## config.mk

```make
export PLATFORM = sky130hd
export DESIGN_NAME = piso_serializer_flat
export DESIGN_NICKNAME = d
export VERILOG_FILES = /design/src/rtl/piso_serializer_if.sv /design/src/rtl/piso_serializer.sv /design/src/flat_wrapper.sv
export SDC_FILE = /design/constraint.sdc
export NUM_CORES = 1
export LEC_CHECK = 0
export BUFFER_PORTS_ARGS = -buffer_cell sky130_fd_sc_hd__buf_2
export CORE_ASPECT_RATIO = 1.1
export CORE_MARGIN = 4
export CORE_UTILIZATION = 46
export DETAILED_ROUTE_END_ITERATION = 10
export PLACE_DENSITY = 0.73
export SETUP_SLACK_MARGIN = 0.4
export SLEW_MARGIN = 20
export SYNTH_ARGS = -nofsm -noshare
export SYNTH_HDL_FRONTEND = slang
export SYNTH_SLANG_ARGS = --single-unit
```

## constraint.sdc

```tcl
create_clock -name i_clk -period 1.8 [get_ports i_clk]
set_clock_uncertainty 0.15 [all_clocks]
set_input_delay 0.18 -clock i_clk [delete_from_list [all_inputs] [get_ports i_clk]]
set_output_delay 0.18 -clock i_clk [all_outputs]
set_load 0.05 [all_outputs]
```

## src/rtl/piso_serializer_if.sv

```systemverilog
// Handshake and serial-line bundle for the parallel-in, serial-out transmitter.
interface piso_serializer_if #(
  parameter int WIDTH = 8
);
  logic             bit_en;
  logic             load_valid;
  logic [WIDTH-1:0] load_data;
  logic             load_ready;
  logic             ser_out;
  logic             ser_valid;
  logic             frame_start;
  logic             busy;

  modport master (
    output bit_en, load_valid, load_data,
    input  load_ready, ser_out, ser_valid, frame_start, busy
  );

  modport slave (
    input  bit_en, load_valid, load_data,
    output load_ready, ser_out, ser_valid, frame_start, busy
  );
endinterface

```

## src/rtl/piso_serializer.sv

```systemverilog
// Parallel-in, serial-out transmitter. Takes a word on a valid/ready handshake
// and shifts it out one bit per bit_en strobe; a load on the last bit of a
// frame chains the next word with no idle gap on the line.
//
// state   | meaning
// --------+---------------------------------------------------------------
// S_IDLE  | line idle, shreg cleared, ready for a new word
// S_SHIFT | frame in flight, r_bits_left bits remain including ser_out
module piso_serializer #(
  parameter int WIDTH     = 8,
  parameter bit MSB_FIRST = 1'b1
) (
  input  logic                i_clk,
  input  logic                i_rst_n,
  piso_serializer_if.slave    bus
);

  localparam int CW = $clog2(WIDTH + 1);

  localparam logic [0:0] S_IDLE  = 1'b0;
  localparam logic [0:0] S_SHIFT = 1'b1;

  logic [0:0]       r_state;
  logic [WIDTH-1:0] r_shreg;
  logic [CW-1:0]    r_bits_left;
  logic             r_frame_start;
  logic             r_ser_valid;

  logic             w_last;
  logic             w_load_ready;
  logic             w_accept;
  logic [WIDTH-1:0] w_shifted;

  // Last bit leaving the line this edge; the only point a new word may chain in.
  assign w_last       = (r_state == S_SHIFT) && bus.bit_en && (r_bits_left == CW'(1));
  assign w_load_ready = (r_state == S_IDLE) || w_last;
  assign w_accept     = bus.load_valid && w_load_ready;

  // Move the next bit toward the output end, zero fill behind it.
  assign w_shifted = MSB_FIRST ? {r_shreg[WIDTH-2:0], 1'b0}
                               : {1'b0, r_shreg[WIDTH-1:1]};

  // Frame sequencing: reset, accept, shift, or return to idle after the last bit.
  always_ff @(posedge i_clk) begin
    if (!i_rst_n) begin
      r_state       <= S_IDLE;
      r_shreg       <= '0;
      r_bits_left   <= '0;
      r_frame_start <= 1'b0;
      r_ser_valid   <= 1'b0;
    end else if (w_accept) begin
      r_state       <= S_SHIFT;
      r_shreg       <= bus.load_data;
      r_bits_left   <= CW'(WIDTH);
      r_frame_start <= 1'b1;
      r_ser_valid   <= 1'b1;
    end else if ((r_state == S_SHIFT) && bus.bit_en) begin
      if (w_last) begin
        r_state       <= S_IDLE;
        r_shreg       <= '0;
        r_bits_left   <= '0;
        r_frame_start <= 1'b0;
        r_ser_valid   <= 1'b0;
      end else begin
        r_shreg       <= w_shifted;
        r_bits_left   <= r_bits_left - CW'(1);
        r_frame_start <= 1'b0;
      end
    end
  end

  assign bus.load_ready  = w_load_ready;
  assign bus.ser_out     = MSB_FIRST ? r_shreg[WIDTH-1] : r_shreg[0];
  assign bus.ser_valid   = r_ser_valid;
  assign bus.frame_start = r_frame_start;
  assign bus.busy        = (r_state == S_SHIFT);

endmodule

```

## src/flat_wrapper.sv

```systemverilog
// flat-port wrapper written by rule: the top's interface ports become plain ports
module piso_serializer_flat 
#(
  parameter int WIDTH     = 8,
  parameter bit MSB_FIRST = 1'b1
)
  (i_clk, i_rst_n, bus_bit_en, bus_load_valid, bus_load_data, bus_load_ready, bus_ser_out, bus_ser_valid, bus_frame_start, bus_busy);
  piso_serializer_if #(.WIDTH(WIDTH)) bus_i ();
  input  logic i_clk;
  input  logic i_rst_n;
  input wire logic [$bits(bus_i.bit_en)-1:0] bus_bit_en;
  input wire logic [$bits(bus_i.load_valid)-1:0] bus_load_valid;
  input wire logic [$bits(bus_i.load_data)-1:0] bus_load_data;
  output wire logic [$bits(bus_i.load_ready)-1:0] bus_load_ready;
  output wire logic [$bits(bus_i.ser_out)-1:0] bus_ser_out;
  output wire logic [$bits(bus_i.ser_valid)-1:0] bus_ser_valid;
  output wire logic [$bits(bus_i.frame_start)-1:0] bus_frame_start;
  output wire logic [$bits(bus_i.busy)-1:0] bus_busy;
  assign bus_i.bit_en = bus_bit_en;
  assign bus_i.load_valid = bus_load_valid;
  assign bus_i.load_data = bus_load_data;
  assign bus_load_ready = bus_i.load_ready;
  assign bus_ser_out = bus_i.ser_out;
  assign bus_ser_valid = bus_i.ser_valid;
  assign bus_frame_start = bus_i.frame_start;
  assign bus_busy = bus_i.busy;
  piso_serializer #(.WIDTH(WIDTH), .MSB_FIRST(MSB_FIRST)) u_core (.i_clk(i_clk), .i_rst_n(i_rst_n), .bus(bus_i));
endmodule
```

==> flow_metrics.env, run 1 <==
export IMPL_tritoncts="built"
export IMPL_fin_ws_ps=158
export IMPL_area_delta_synth_final_pct=38.3
export IMPL_hold_violations=0
export IMPL_grt_max_degree=17
export IMPL_finalNetCount=118
export IMPL_synth_top_family_by_area="compound AO/OA/AOI/OAI gates"
export IMPL_synth_xor_area_share_pct=0
export IMPL_synth_common_cells="dfxtp_1, nand2_1, a21oi_1, o21a_1, a32o_1"
export IMPL_async_flop_share_pct=0
export IMPL_seqPwrFrac_pct=46.2
export IMPL_max_stage_delay_ps=430
export IMPL_slowest_stage="or3b_4"
export IMPL_clockBufferDepth=2
export IMPL_p_switching_mw=0.222
export IMPL_place_ws_ps=86.9
export IMPL_power_density_nw_per_um2=739
export IMPL_h_tree_depth=1
export IMPL_crit_arrival_ps=1670
export IMPL_die_y_um=50.0
export IMPL_die_x_um=46.2
export IMPL_portBuffers=16
export IMPL_drv_cap=0
export IMPL_end_kind="flip-flop"
export IMPL_crit_buf_inv=1
export IMPL_synthCells=83
export IMPL_finalMaxSlewViolations=0
export IMPL_synthAdderAreaFrac_pct=3.39
export IMPL_synth_compound_area_share_pct=31.9
export IMPL_global_route_usage_met1_pct=19.4
export IMPL_power_frac_clock_pct=30.4
export IMPL_swShare_pct=29.5
export IMPL_vias=702
export IMPL_fp_row_count=14
export IMPL_start_kind="flip-flop"
export IMPL_synthMuxAreaShare_pct=1.36
export IMPL_diodes=0
export IMPL_synth_area_leaders="dfxtp_1, a32o_1, o21a_1, a21oi_1, nand2_1"
export IMPL_wire_per_inst_um=14.5
export IMPL_use_met3_pct=3.27
export IMPL_synth_seq_area_share_pct=38.0
export IMPL_ys_types=28
export IMPL_first_iter_violations=11
export IMPL_dieArea_um2=2310
export IMPL_power_internal_mw=0.532
export IMPL_start_util_pct=51.4
export IMPL_leakage_nw=0.402
export IMPL_synth_top_area_share_pct=38.0
export IMPL_criticalPathCategory="flip-flop to flip-flop"
export IMPL_synth_fp_nets=97
export IMPL_ios=17
export IMPL_seqCellArea_um2=289
export IMPL_max_vdd_ir_drop_v=0.000503
export IMPL_wl_um=1720
export IMPL_ys_flop_type="dfxtp_1"
export IMPL_post_dp_hpwl_um=1140
export IMPL_power_total_mw=0.754
export IMPL_crit_fanout=8
export IMPL_clock_sinks=14
export IMPL_multi_input_comb_area_um2=500
export IMPL_status="complete, no violations"
export IMPL_overflow=0
export IMPL_synthSimpleGateAreaFrac_pct=17.5
export IMPL_grt_util_met2_pct=25.9
export IMPL_clk_latency_ps=270
export IMPL_fmax_ghz=0.609
export IMPL_drc_errors=0
export IMPL_cts_root_buf="clkbuf_4"
export IMPL_fin_crit_sh_pct=91.2
export IMPL_tns_ps=0
export IMPL_grt_busiest_layer="met2"
export IMPL_yosysMostFrequentCell="dfxtp_1"
export IMPL_yosys_area_top_type="dfxtp_1"
export IMPL_gp_congestion=0.708
export IMPL_worstPathRequired_ps=1830
export IMPL_tightest_slew_ps=291
export IMPL_synth_seq_cells=14
export IMPL_via_per_inst=5.90
export IMPL_fillers=128
export IMPL_syn_area_um2=738
export IMPL_grt_pass1_vias=624
export IMPL_path_delay_family="simple AND/OR/NAND/NOR gates"
export IMPL_grtUsageTotal_pct=15.3
export IMPL_pwr_share_comb_pct=23.5
export IMPL_grt_pass1_wl_um=2680
export IMPL_synth_edf_count=0
export IMPL_crit_chain="inv_2 > ha_4 > or3b_4 > a32o_1 > o21a_1"
export IMPL_numCtsBuffers=3
export IMPL_final_antenna_net_count=0
export IMPL_antenna_found_initial=0
export IMPL_min_period_ps=1640
export IMPL_synth_warnings=0
export IMPL_clkTransAtPathRegs_ps=90
export IMPL_syn_avg_cell_area_um2=8.89
export IMPL_dr_pass1_iters=4
export IMPL_finalSetupViolations=0
export IMPL_drive_above_1_share_pct=43.7
export IMPL_slew_headroom_pct=80.2
export IMPL_grt_setup_unrepaired="yes"
export IMPL_min_delay_path_class="primary input to flip-flop"
export IMPL_core_area_um2=1440
## layout make-up
type | count | area share, %
Sequential cell | 14 | 28.3
Multi-Input combinational cell | 58 | 49.0
Timing Repair Buffer | 23 | 15.4
Tap cell | 16 | 1.96
Clock buffer | 4 | 3.55
Inverter | 4 | 1.72
## sequential cells by signal, summed over array words and instances (netlist names)
name / cells
u_core.r_shreg: 8
u_core.r_bits_left: 4
u_core.bus.frame_start: 1
u_core.bus.ser_valid: 1
## path summary, 6_finish.rpt
kind,start,to,slack [ps],depth (start not counted)
hold / removal,i_rst_n,u_core.r_shreg[2],90,2
setup / recovery,u_core.r_bits_left[1],u_core.r_shreg[7],160,5
setup reg to reg,u_core.r_bits_left[1],u_core.r_shreg[7],160,5
hold reg to reg,u_core.r_bits_left[2],u_core.r_bits_left[2],410,2
## power groups by stage
stage	clock network [mW]	registers (mW)	logic [mW]
2_1_floorplan	0	0.366	0.100
3_5_place_dp	0	0.357	0.138
5_1_grt	0.251	0.351	0.190
4_1_cts	0.235	0.350	0.156
6_report	0.229	0.348	0.177
3_3_place_gp	0	0.356	0.136
## stage by stage
step	hold WS, ps	utilization, %	cell area [µm²]	std cells
final	91.3	71.1	1020	119
after global routing	90.6	71.1	1020	119
after CTS	83.6	66.4	953	117
after detailed placement	267	58.6	842	109
after global placement	260	58.6	842	109
after floorplan	175	-	787	83
## logic make-up (layout without fill, tap and decap cells)
family,after synthesis,in the layout
compound gates,30,30
simple gates,25,25
flops,14,14
mux,1,1
buf+inv,11,31
fa+ha+maj,2,2
## worst register-to-register path, cell delays in order (launching register included)
cell and delay, ps:
dfxtp_2 340, inv_2 70, ha_4 150, or3b_4 430, a32o_1 240, o21a_1 170
## routing by layer
metal	vias to the layer above	routed length (µm)
li1	343	-
met1	341	741
met2	16	878
met3	2	93
met4	0	10
met5	-	0
## layout by cell type, fill, tap and decap left out
cell type / Yosys / routed
buf_2: 2 / 13
dfxtp_1: 14 / 11
nand2_1: 10 / 9
a21oi_1: 8 / 8
o21a_1: 8 / 8
a32o_1: 7 / 7
buf_4: 2 / 5
clkbuf_4: 0 / 4
nor2_1: 3 / 3
inv_1: 4 / 2
a211oi_2: 0 / 2
nor3_1: 2 / 2
ha_4: 0 / 2
buf_6: 1 / 2
dfxtp_4: 0 / 2
inv_4: 0 / 1
inv_2: 0 / 1
nand4bb_4: 0 / 1
nand2_2: 0 / 1
or3b_4: 0 / 1
and2_4: 0 / 1
mux2i_4: 0 / 1
a21boi_4: 0 / 1
and3_1: 1 / 1
a31o_2: 1 / 1
a2111oi_4: 0 / 1
and2_1: 2 / 1
nand2b_1: 1 / 1
nand3_1: 2 / 1
nor2b_1: 1 / 1
and4_1: 1 / 1
a221o_1: 1 / 1
nand3_2: 0 / 1
a211o_2: 1 / 1
clkbuf_8: 0 / 1
dlygate4sd3_1: 0 / 1
buf_8: 0 / 1
dfxtp_2: 0 / 1
## timing repair
action / 4_1_cts / 5_1_grt
endpoints found under the hold margin: 1 / 0
pin swaps: 2 / 8
hold buffers: 1 / 0
setup buffers: 3 / 2
setup endpoints to repair: 14 / 16
gates resized for setup: 9 / 12
(Power assumes the default switching activity.)
==> inputs of run 2 (changes only) <==
--- a/config.mk
+++ b/config.mk
@@ -5,12 +5,13 @@
 export SDC_FILE = /design/constraint.sdc
 export NUM_CORES = 1
 export LEC_CHECK = 0
+export ABC_AREA = 1
 export BUFFER_PORTS_ARGS = -buffer_cell sky130_fd_sc_hd__buf_2
 export CORE_ASPECT_RATIO = 1.1
 export CORE_MARGIN = 4
-export CORE_UTILIZATION = 46
+export CORE_UTILIZATION = 45
 export DETAILED_ROUTE_END_ITERATION = 10
-export PLACE_DENSITY = 0.73
+export PLACE_DENSITY = 0.71
 export SETUP_SLACK_MARGIN = 0.4
 export SLEW_MARGIN = 20
 export SYNTH_ARGS = -nofsm -noshare
==> flow_metrics.env, run 2 <==
export IMPL_status="finished, violations left"
export IMPL_violations="hold timing"
export IMPL_synth_edf_count=0
export IMPL_crit_fanout=2
export IMPL_synth_seq_cells=14
export IMPL_crit_chain="inv_2 > ha_4 > inv_2 > nor2_2 > nand2_2 > nand2_4 > buf_8"
export IMPL_grt_util_met2_pct=29.8
export IMPL_min_delay_path_class="primary input to flip-flop"
export IMPL_clk_latency_ps=280
export IMPL_vias=823
export IMPL_grt_max_degree=12
export IMPL_largest_register_ffs=8
export IMPL_yosys_area_top_type="dfxtp_1"
export IMPL_synth_seq_area_share_pct=38.1
export IMPL_dpl_cell_area_um2=820
export IMPL_final_antenna_net_count=0
export IMPL_die_x_um=46.6
export IMPL_synth_top_area_share_pct=38.1
export IMPL_finalMaxSlewViolations=0
export IMPL_power_total_mw=0.810
export IMPL_final_util_pct=71.6
export IMPL_dr_pass1_iters=4
export IMPL_area_delta_synth_final_pct=51.7
export IMPL_syn_avg_cell_area_um2=6.75
export IMPL_grt_pass1_wl_um=3080
export IMPL_portBuffers=16
export IMPL_drv_cap=0
export IMPL_core_area_um2=1560
export IMPL_fin_area_um2=1120
export IMPL_antenna_found_initial=0
export IMPL_end_kind="output port"
export IMPL_clock_sinks=14
export IMPL_synth_area_leaders="dfxtp_1, nand3_1, nand2_1, a21oi_1, inv_1"
export IMPL_syn_area_um2=736
export IMPL_numCtsBuffers=3
export IMPL_max_vdd_ir_drop_v=0.000559
export IMPL_ys_types=15
export IMPL_start_kind="flip-flop"
export IMPL_use_met3_pct=2.51
export IMPL_criticalPathCategory="flip-flop to output port"
export IMPL_cts_root_buf="clkbuf_4"
export IMPL_async_flop_share_pct=0
export IMPL_final_cell_mix="nand2_1, nand3_1, buf_2, inv_1, a21oi_2"
export IMPL_h_tree_depth=1
export IMPL_worstPathRequired_ps=1470
export IMPL_min_period_ps=1610
export IMPL_slew_headroom_pct=69.5
export IMPL_drive_above_1_share_pct=45.1
export IMPL_top_regs="u_core.r_shreg: 8 flops, u_core.r_bits_left: 4 flops"
export IMPL_synth_common_cells="nand2_1, nand3_1, inv_1"
export IMPL_power_density_nw_per_um2=725
export IMPL_wire_per_inst_um=13.9
export IMPL_grt_setup_unrepaired="yes"
export IMPL_ios=17
export IMPL_grtUsageTotal_pct=17.5
export IMPL_grt_pass1_vias=735
export IMPL_wl_um=2090
export IMPL_finalNetCount=148
export IMPL_clkTransAtPathRegs_ps=90
export IMPL_fp_row_count=15
export IMPL_final_cells=150
export IMPL_synthCells=109
export IMPL_die_y_um=50.4
export IMPL_tritoncts="built"
export IMPL_dp_cells=139
export IMPL_fin_hold_ws_ps=-0.726
export IMPL_post_dp_hpwl_um=1210
export IMPL_final_common_cell="nand2_1"
export IMPL_slowest_stage="dfxtp_2"
export IMPL_first_iter_violations=33
export IMPL_tightest_slew_ps=458
export IMPL_clockBufferDepth=2
export IMPL_largest_register="u_core.r_shreg"
export IMPL_cpMostUsedCell="inv_2"
export IMPL_global_route_usage_met1_pct=21.7
export IMPL_diodes=0
export IMPL_ys_flop_type="dfxtp_1"
export IMPL_synth_warnings=0
export IMPL_place_ws_ps=250
export IMPL_fillers=107
export IMPL_max_stage_delay_ps=340
export IMPL_gp_congestion=0.773
export IMPL_crit_arrival_ps=1280
export IMPL_drc_errors=0
export IMPL_grt_busiest_layer="met2"
export IMPL_tns_ps=0
export IMPL_fin_crit_sh_pct=89.3
export IMPL_fmax_ghz=0.622
export IMPL_hold_violations=1
export IMPL_fin_ws_ps=193
export IMPL_finalSetupViolations=0
export IMPL_synth_fp_nets=123
export IMPL_dieArea_um2=2350
export IMPL_leakage_nw=0.481
export IMPL_start_util_pct=47.2
export IMPL_overflow=0
export IMPL_via_per_inst=5.49
==> run 2: final timing paths <==
| path | endpoint | cells after the start | slack (ps) | startpoint |
|---|---|---|---|---|
| max reg2reg | u_core.r_shreg[2] | 10 | 250 | u_core.r_bits_left[1] |
| min | u_core.r_shreg[5] | 3 | -0.7 | bus_load_data[5] |
| min reg2reg | u_core.r_shreg[0] | 2 | 330 | u_core.r_shreg[0] |
| max | bus_load_ready | 7 | 190 | u_core.r_bits_left[1] |
==> run 2: power breakdown <==
group	internal, mW	switching [mW]	leakage [nW]	total, mW
Combinational	0.0893	0.140	0.344	0.229
Sequential	0.331	0.0177	0.117	0.349
Clock	0.123	0.109	0.0210	0.232
Total	0.543	0.266	0.481	0.810
==> run 2: worst max-delay path: cells and delay by family, from the launching register on <==
kind                     cells  cell delay [ps]
adder cells (fa/ha/maj)      1              140
buffers and inverters        3              240
flip-flops                   1              340
AND/OR/NAND/NOR              3              270
==> run 2: per-layer routing <==
metal  vias up  routed length (µm)  share of wire, %
met4         0                  34               1.6
li1        399                   -                 -
met1       391                 879                42
met2        26                1080                52
met3         7                  98               4.7
met5         -                   0                 0
==> run 2: repair_timing <==
| action | 4_1_cts | 5_1_grt |
|---|---|---|
| setup buffers | 3 | 2 |
| gates resized for setup | 17 | 31 |
| hold buffers | 2 | 0 |
| pin swaps | 2 | 11 |
| endpoints found under the hold margin | 2 | 0 |
| endpoints found under the setup margin | 15 | 15 |
==> run 2: logic make-up (layout without fill, tap and decap cells) <==
family	Yosys count	after routing	synth area share, %
AO/OA/AOI/OAI	13	13	9.35
adder cells (fa/ha/maj)	2	2	3.40
flip-flops	14	14	38.1
buffers and inverters	21	45	13.1
AND/OR/NAND/NOR	59	59	36.1
==> run 2: cell type report <==
| type | count | area (µm²) | share of cell area, % |
|---|---|---|---|
| multi-input combinational | 74 | 529 | 47.4 |
| inverter | 16 | 60.1 | 5.38 |
| tap | 17 | 21.3 | 1.91 |
| sequential | 14 | 287 | 25.7 |
| timing repair buffer | 25 | 183 | 16.4 |
| clock buffer | 4 | 36.3 | 3.25 |
